--- src/rtl/mp3_cmd_sched.sv ---
// MP3 player command scheduler: captures panel request edges, arbitrates
// by fixed priority and streams 7E..EF frames over a valid/ready link.
module mp3_cmd_sched #(
  parameter int GAP_CYC = 500000
) (
  input  logic       clk,
  input  logic       rst_n,
  input  logic [8:0] req_trk,
  input  logic [5:0] req_fn,
  output logic [7:0] tx_data,
  output logic       tx_valid,
  input  logic       tx_ready,
  output logic       busy,
  output logic       cmd_done,
  output logic [3:0] cur_cmd
);

  localparam int GW = (GAP_CYC > 0) ? $clog2(GAP_CYC + 1) : 1;
  localparam logic [GW-1:0] GAP_LAST =
    (GAP_CYC > 0) ? GW'(GAP_CYC - 1) : '0;

  typedef enum logic [1:0] {
    IDLE,
    SEND,
    GAP
  } state_t;

  state_t        state_q;
  logic [14:0]   pend_q;
  logic [14:0]   prev_q;
  logic [47:0]   frame_q;
  logic [2:0]    len_q;
  logic [2:0]    idx_q;
  logic [GW-1:0] gap_q;
  logic [7:0]    tx_data_q;
  logic          tx_valid_q;
  logic          cmd_done_q;
  logic [3:0]    cur_q;

  logic [14:0]   req_all;
  logic [14:0]   rise;
  logic [14:0]   gnt_mask;
  logic [3:0]    gidx;
  logic          any;
  logic [47:0]   frame_d;
  logic [2:0]    len_d;
  logic [7:0]    fn_code;
  logic          accept;
  logic          last;

  always_comb begin
    req_all = {req_fn, req_trk};
    rise    = req_all & ~prev_q;
    any     = |pend_q;
    // descending scan leaves the lowest set index as winner
    gidx    = 4'd0;
    for (int i = 14; i >= 0; i--) begin
      if (pend_q[i]) gidx = 4'(i);
    end
    gnt_mask = '0;
    if (state_q == IDLE && any) gnt_mask[gidx] = 1'b1;
    fn_code = 8'h04;
    case (gidx)
      4'd9:    fn_code = 8'h01;
      4'd10:   fn_code = 8'h02;
      4'd11:   fn_code = 8'h05;
      4'd12:   fn_code = 8'h06;
      4'd13:   fn_code = 8'h03;
      default: fn_code = 8'h04;
    endcase
    if (gidx < 4'd9) begin
      len_d   = 3'd6;
      frame_d = {8'h7E, 8'h04, 8'h45, 8'h00,
                 4'h0, gidx + 4'd1, 8'hEF};
    end else begin
      len_d   = 3'd4;
      frame_d = {8'h7E, 8'h02, fn_code, 8'hEF, 16'h0000};
    end
    accept = tx_valid_q & tx_ready;
    last   = (idx_q == len_q - 3'd1);
  end

  always_ff @(posedge clk or negedge rst_n) begin
    if (!rst_n) begin
      state_q    <= IDLE;
      pend_q     <= '0;
      prev_q     <= '1;
      frame_q    <= '0;
      len_q      <= 3'd4;
      idx_q      <= 3'd0;
      gap_q      <= '0;
      tx_data_q  <= 8'h00;
      tx_valid_q <= 1'b0;
      cmd_done_q <= 1'b0;
      cur_q      <= 4'd0;
    end else begin
      prev_q     <= req_all;
      // set wins over the grant clear
      pend_q     <= (pend_q & ~gnt_mask) | rise;
      cmd_done_q <= 1'b0;
      case (state_q)
        IDLE: begin
          if (any) begin
            state_q    <= SEND;
            frame_q    <= {frame_d[39:0], 8'h00};
            len_q      <= len_d;
            idx_q      <= 3'd0;
            cur_q      <= gidx;
            tx_data_q  <= frame_d[47:40];
            tx_valid_q <= 1'b1;
          end
        end
        SEND: begin
          if (accept) begin
            if (last) begin
              tx_valid_q <= 1'b0;
              cmd_done_q <= 1'b1;
              gap_q      <= '0;
              state_q    <= (GAP_CYC == 0) ? IDLE : GAP;
            end else begin
              idx_q     <= idx_q + 3'd1;
              tx_data_q <= frame_q[47:40];
              frame_q   <= {frame_q[39:0], 8'h00};
            end
          end
        end
        GAP: begin
          if (gap_q == GAP_LAST) state_q <= IDLE;
          else gap_q <= gap_q + GW'(1);
        end
        default: state_q <= IDLE;
      endcase
    end
  end

  assign tx_data  = tx_data_q;
  assign tx_valid = tx_valid_q;
  assign cmd_done = cmd_done_q;
  assign cur_cmd  = cur_q;
  assign busy     = (state_q != IDLE);

endmodule

--- config.mk ---
export PLATFORM = sky130hd
export DESIGN_NAME = mp3_cmd_sched
export DESIGN_NICKNAME = d
export VERILOG_FILES = /design/src/rtl/mp3_cmd_sched.sv
export SDC_FILE = /design/constraint.sdc
export NUM_CORES = 1
export LEC_CHECK = 0
export CAP_MARGIN = 0
export CORE_MARGIN = 2
export CORE_UTILIZATION = 62
export DETAILED_ROUTE_END_ITERATION = 16
export PLACE_DENSITY_LB_ADDON = 0.1
export SKIP_LAST_GASP = 1
export SYNTH_ARGS = -nofsm -noshare
export SYNTH_HDL_FRONTEND = slang
export SYNTH_SLANG_ARGS = --single-unit
--- constraint.sdc ---
create_clock -name clk -period 6.3 [get_ports clk]
set_input_delay 1.89 -clock clk [delete_from_list [all_inputs] [get_ports clk]]
set_output_delay 1.89 -clock clk [all_outputs]
set_load 0.02 [all_outputs]
== Word-level counts from Yosys, hierarchy flattened ==
Cells that the tools add are included.

* Register bits after elaboration: 119
* Latch bits: 0
* Word-level logic and storage cells: 100
* Memories kept: 0
* ROM bits: 0
* RAM bits: 0

* Multiply operators: 0
* Shift operators: 0
* Add/sub/neg operators: 4
* Equality and inequality tests: 15
* $lt $le $gt $ge: 3
* Muxes and demuxes: 49
* Div/mod/pow operators: 0
* Reduce and logical (&&, ||, !) cells: 12
* Bitwise gates (word level): 6

{| class="wikitable"
|+ Operator list
! cell !! count
|-
| 2-to-1 mux 48 bit || 3
|-
| case mux 48 bit (2 select lines) || 1
|-
| 2-to-1 mux 4 bit || 15
|-
| 2-to-1 mux 19 bit || 3
|-
| case mux 19 bit (2 select lines) || 1
|-
| 2-to-1 mux 35 bit || 1
|-
| bitwise AND 15 bit || 2
|-
| inverter 15 bit || 2
|-
| 2-to-1 mux 8 bit || 3
|-
| equality test 4 bit, second input constant || 5
|-
| adder 19 x 1 -> 19 bit, second input constant || 1
|-
| equality test 19 bit, second input constant || 1
|-
| case mux 8 bit (2 select lines) || 1
|-
| AND reduction 4 bit || 4
|-
| 2-to-1 mux 15 bit || 1
|-
| bitwise OR 15 bit || 1
|-
| case mux 3 bit (5 select lines) || 1
|-
| OR reduction 15 bit || 1
|-
| inequality test 2 bit, second input constant || 6
|-
| 2-to-1 mux 2 bit || 5
|-
| 2-to-1 mux 3 bit || 3
|-
| 2-to-1 mux 1 bit || 7
|-
| case mux 2 bit (3 select lines) || 1
|-
| case mux 3 bit (2 select lines) || 1
|-
| other kinds (16) || 19
|}

== Logic depth before layout (Yosys ltp) ==
* Depth in word-level cells: 23
* Gate-level depth with buffers: 12
* Depth with buffers taken out: 11

== Worst setup path before layout ==
OpenSTA, ideal clock, no wires.

* Path type: input-to-reg
* Start: input port tx_ready
* End: register gap_q[17]
* Cell stages on the path: 5
* Required time: 6.222 ns
* Library setup time: 0.078 ns
* Slack: 3.121 ns
* Data arrival time: 3.100 ns
* Path through: nand4b_1 a21o_1 a311o_1 or4_1 a21oi_1

* Word-level cells in the longest chain between the ends: 3

{| class="wikitable"
|+ Ends and longest elaborated chain
! what !! RTL line !! source
|-
| start, declared || 12 || <nowiki>input logic tx_ready,</nowiki>
|-
| bitwise AND 1 bit || 79 || <nowiki>accept = tx_valid_q & tx_ready;</nowiki>
|-
| inequality test 2 bit (no line) || -- ||
|-
| AND reduction 4 bit (no line) || -- ||
|-
| end signal, assigned || 129 || <nowiki>else gap_q <= gap_q + GW'(1);</nowiki>
|-
| end, declared || 34 || <nowiki>logic [GW-1:0] gap_q;</nowiki>
|}

No other way between the ends.
A chain may end at the register's enable or synchronous reset.

== Worst setup path after layout ==
* Start: register state_q[1]
* End: output port busy

* Word-level cells in the longest chain between the ends: 1

{| class="wikitable"
|+ Ends and longest elaborated chain
! what !! RTL line !! source
|-
| start, declared || 28 || <nowiki>state_t state_q;</nowiki>
|-
| start signal, assigned || 119 || <nowiki>state_q <= (GAP_CYC == 0) ? IDLE : GAP;</nowiki>
|-
| nonzero test 2 bit || 140 || <nowiki>assign busy = (state_q != IDLE);</nowiki>
|-
| end, declared || 13 || <nowiki>output logic busy,</nowiki>
|}

No other way between the ends.

==> impl_metrics.ini <==
[setup_path]
cp-start-kind = flip-flop
crit_type = reg -> out
critPathRequiredTime_ns = 4.41
cp-end-kind = output port
cp_cell_sequence = nor2_1, inv_1, clkdlybuf4s50_1
cp.arrival_ns = 2.17
path_delay_family = buffers and inverters
path_buf_inv = 2
path_max_fanout = 7
critical_path.max_stage_delay_ns = 0.60
crit_slowest_cell = clkdlybuf4s50_1

[sta]
rsz0062_at_grt = no
whs_ns = 0.469
slew_headroom_pct = 35.2
hold_viol = 0
post-route-period-util_pct = 64.5
fin_tns_setup_ns = 0
fin_crit_ns = 4.06
finalClockSkew_ns = 0.00682
finalSetupViolations = 0
fmax_mhz = 246
worst-slew-pin-transition_ns = 0.966
drv_slew = 0

[finish]
fillerInstances = 505
design_area_um2 = 4820
drive_gt1_share_pct = 10.0
n_antenna_cell = 0
nNetsFinal = 490
register_area_um2 = 2320
multiInputGateArea_um2 = 1760
synthToLayoutAreaGrowth_pct = 13.4

[logic_synthesis]
postSynthNetCount = 458
postSynthCellCount = 433
yosys_warnings = 0
syn-mean-instance-area_um2 = 9.82
yosys_most_used_dff = dfrtp_1
yosysUniqueCellTypes = 63
ys_seq_area_share_pct = 54.6
synth_seq_cells = 92
async_flop_share_pct = 100
synth_edf_count = 0
synth_top_area_share_pct = 45.3
synthTopCellsByArea = dfrtp_1, dfstp_2, nand2_1
yosysTopAreaCell = dfrtp_1
netlist_area_um2 = 4250

[clock_network]
cts_sinks = 92
clkSlewWorstSetupHoldPaths_ns = 0.08
clk_latency_ns = 0.36
cts_tree = built
h-tree-depth = 3
root_buffer = clkbuf_8
post_cts_buffers = 0
clock_path_buffers = 2
cts_resized = 0
hold_buffers = 0
cts_buffers = 9

[route]
antenna_left = 0
wl_per_cell_um = 15.5
wl_um = 8550
dr.first_iter.drc_count = 243
drc_errors = 0
vias = 3279
via_per_inst = 5.96
drt_first_pass_iters = 5

[die]
pin_count = 33
core-area_um2 = 6720
die_area_um2 = 7540
fp.dieW_um = 86.8
rows = 30
initial_core_util_pct = 63.3
die_h_um = 86.8

[grt]
grt_max_degree = 56
grt_usage_pct = 24.9
antenna_found_initial = 0
grt_pass1_vias = 3198
grt_overflow = 0
grt_pass1_wl_um = 14600

[pwr]
peakVddDrop_mv = 0.201
p_per_area_nw_per_um2 = 401
p_leak_nw = 2.09

[placed_design]
routabilityCongestion = 0.909
place_area_um2 = 4630
io_buffers = 32
dp_hpwl_um = 5960

[min_path]
worstHoldPathType = reg -> reg

[outcome]
outcome = complete, no violations

[flow_run]
drv_cap = 0
[synthesized netlist by cell type, drive strengths merged, types with 6 or more instances]
library cell	instances
a21oi	23
a22o	6
buf	8
dfrtp	77
dfstp	15
ha	7
inv	30
nand2	88
nand3	18
nor2	23
nor3	7
o21ai	40
o31ai	7
or3	6
or4	7
[where the power goes]
part | internal [W] | switching [W] | total [W]
clock | 0.000194 | 0.000198 | 0.000392
sequential | 0.000774 | 0.000146 | 0.000920
combinational | 0.000248 | 0.000377 | 0.000625
total | 0.00122 | 0.000721 | 0.00194
[final timing paths]
path,to,slack [ns],cells past startpoint,from
hold reg to reg,frame_q[45]$_DFFE_PN0P_,0.47,2,frame_q[39]$_DFFE_PN0P_
hold / removal,frame_q[45]$_DFFE_PN0P_,0.47,2,frame_q[39]$_DFFE_PN0P_
min in group asynchronous,pend_q[4]$_DFF_PN0_,1.48,1,rst_n
setup / recovery,busy,2.24,3,state_q[1]$_DFFE_PN0P_
setup reg to reg,frame_q[19]$_DFFE_PN0P_,3.43,9,pend_q[10]$_DFF_PN0_
max in group asynchronous,gap_q[15]$_DFFE_PN0P_,3.79,2,rst_n
[through the flow]
step / std cells / util, % / setup slack [ns] / power, W
2_1_floorplan: 433 / - / 3.12 / 0.00134
3_3_place_gp: 534 / 68.9 / 2.25 / 0.00152
3_5_place_dp: 534 / 68.9 / 2.20 / 0.00155
4_1_cts: 550 / 71.8 / 2.22 / 0.00195
5_1_grt: 550 / 71.8 / 2.13 / 0.00208
6_report: 550 / 71.8 / 2.24 / 0.00194
[final cells by class]
type	count	share of cell area, %
timing repair buffer	34	6.90
clock inverter	4	1.04
multi-input combinational	298	36.5
sequential	92	48.1
clock buffer	12	3.01
inverter	30	2.33
tap	80	2.07
[cells in the final DEF (no fill, tap or decap), types with 4 or more instances in the layout]
cell and n:
nand3_1 18, a311o_1 4, nand2_1 87, dfrtp_1 77, dfstp_2 15, clkbuf_8 10
nor3_1 6, ha_1 7, a22o_1 6, inv_1 30, a21oi_1 23, o211ai_1 5
o21ai_0 30, o31ai_1 7, or3_1 6, nand4_1 4, nor2_1 22, clkdlybuf4s50_1 31
or4_1 5, o21ai_1 10
[kinds of logic after synthesis]
group           count (synthesis)  synth area share [%]
simple gates                  175                  20.2
compound gates                111                  17.9
flops                          92                  54.6
buf+inv                        43                  4.26
fa+ha+maj                       7                  2.06
xor+xnor                        4                 0.824
mux                             1                 0.235
[flip-flops by register name (all words and copies together), names as in the netlist]
signal	flops
pend_q	15
tx_data	8
len_q	1
state_q	2
frame_q	23
cur_cmd	4
prev_q	15
idx_q	3
cmd_done	1
gap_q	19
tx_valid	1
[worst register-to-register path: cells and delay by family, from the launching register on]
| kind | cells | cell delay (ns) |
|---|---|---|
| AO/OA/AOI/OAI | 7 | 1.82 |
| flip-flops | 1 | 0.48 |
| AND/OR/NAND/NOR | 1 | 0.23 |
| adder cells (fa/ha/maj) | 1 | 0.22 |
[routing by layer]
layer  share of wire [%]  global-route usage (%)
met2                  47                    37.4
met5                   0                       0
met3                 5.1                    7.62
met1                  46                    34.2
met4                 1.6                    9.23
No activity file was read; power rests on OpenSTA's default activity.
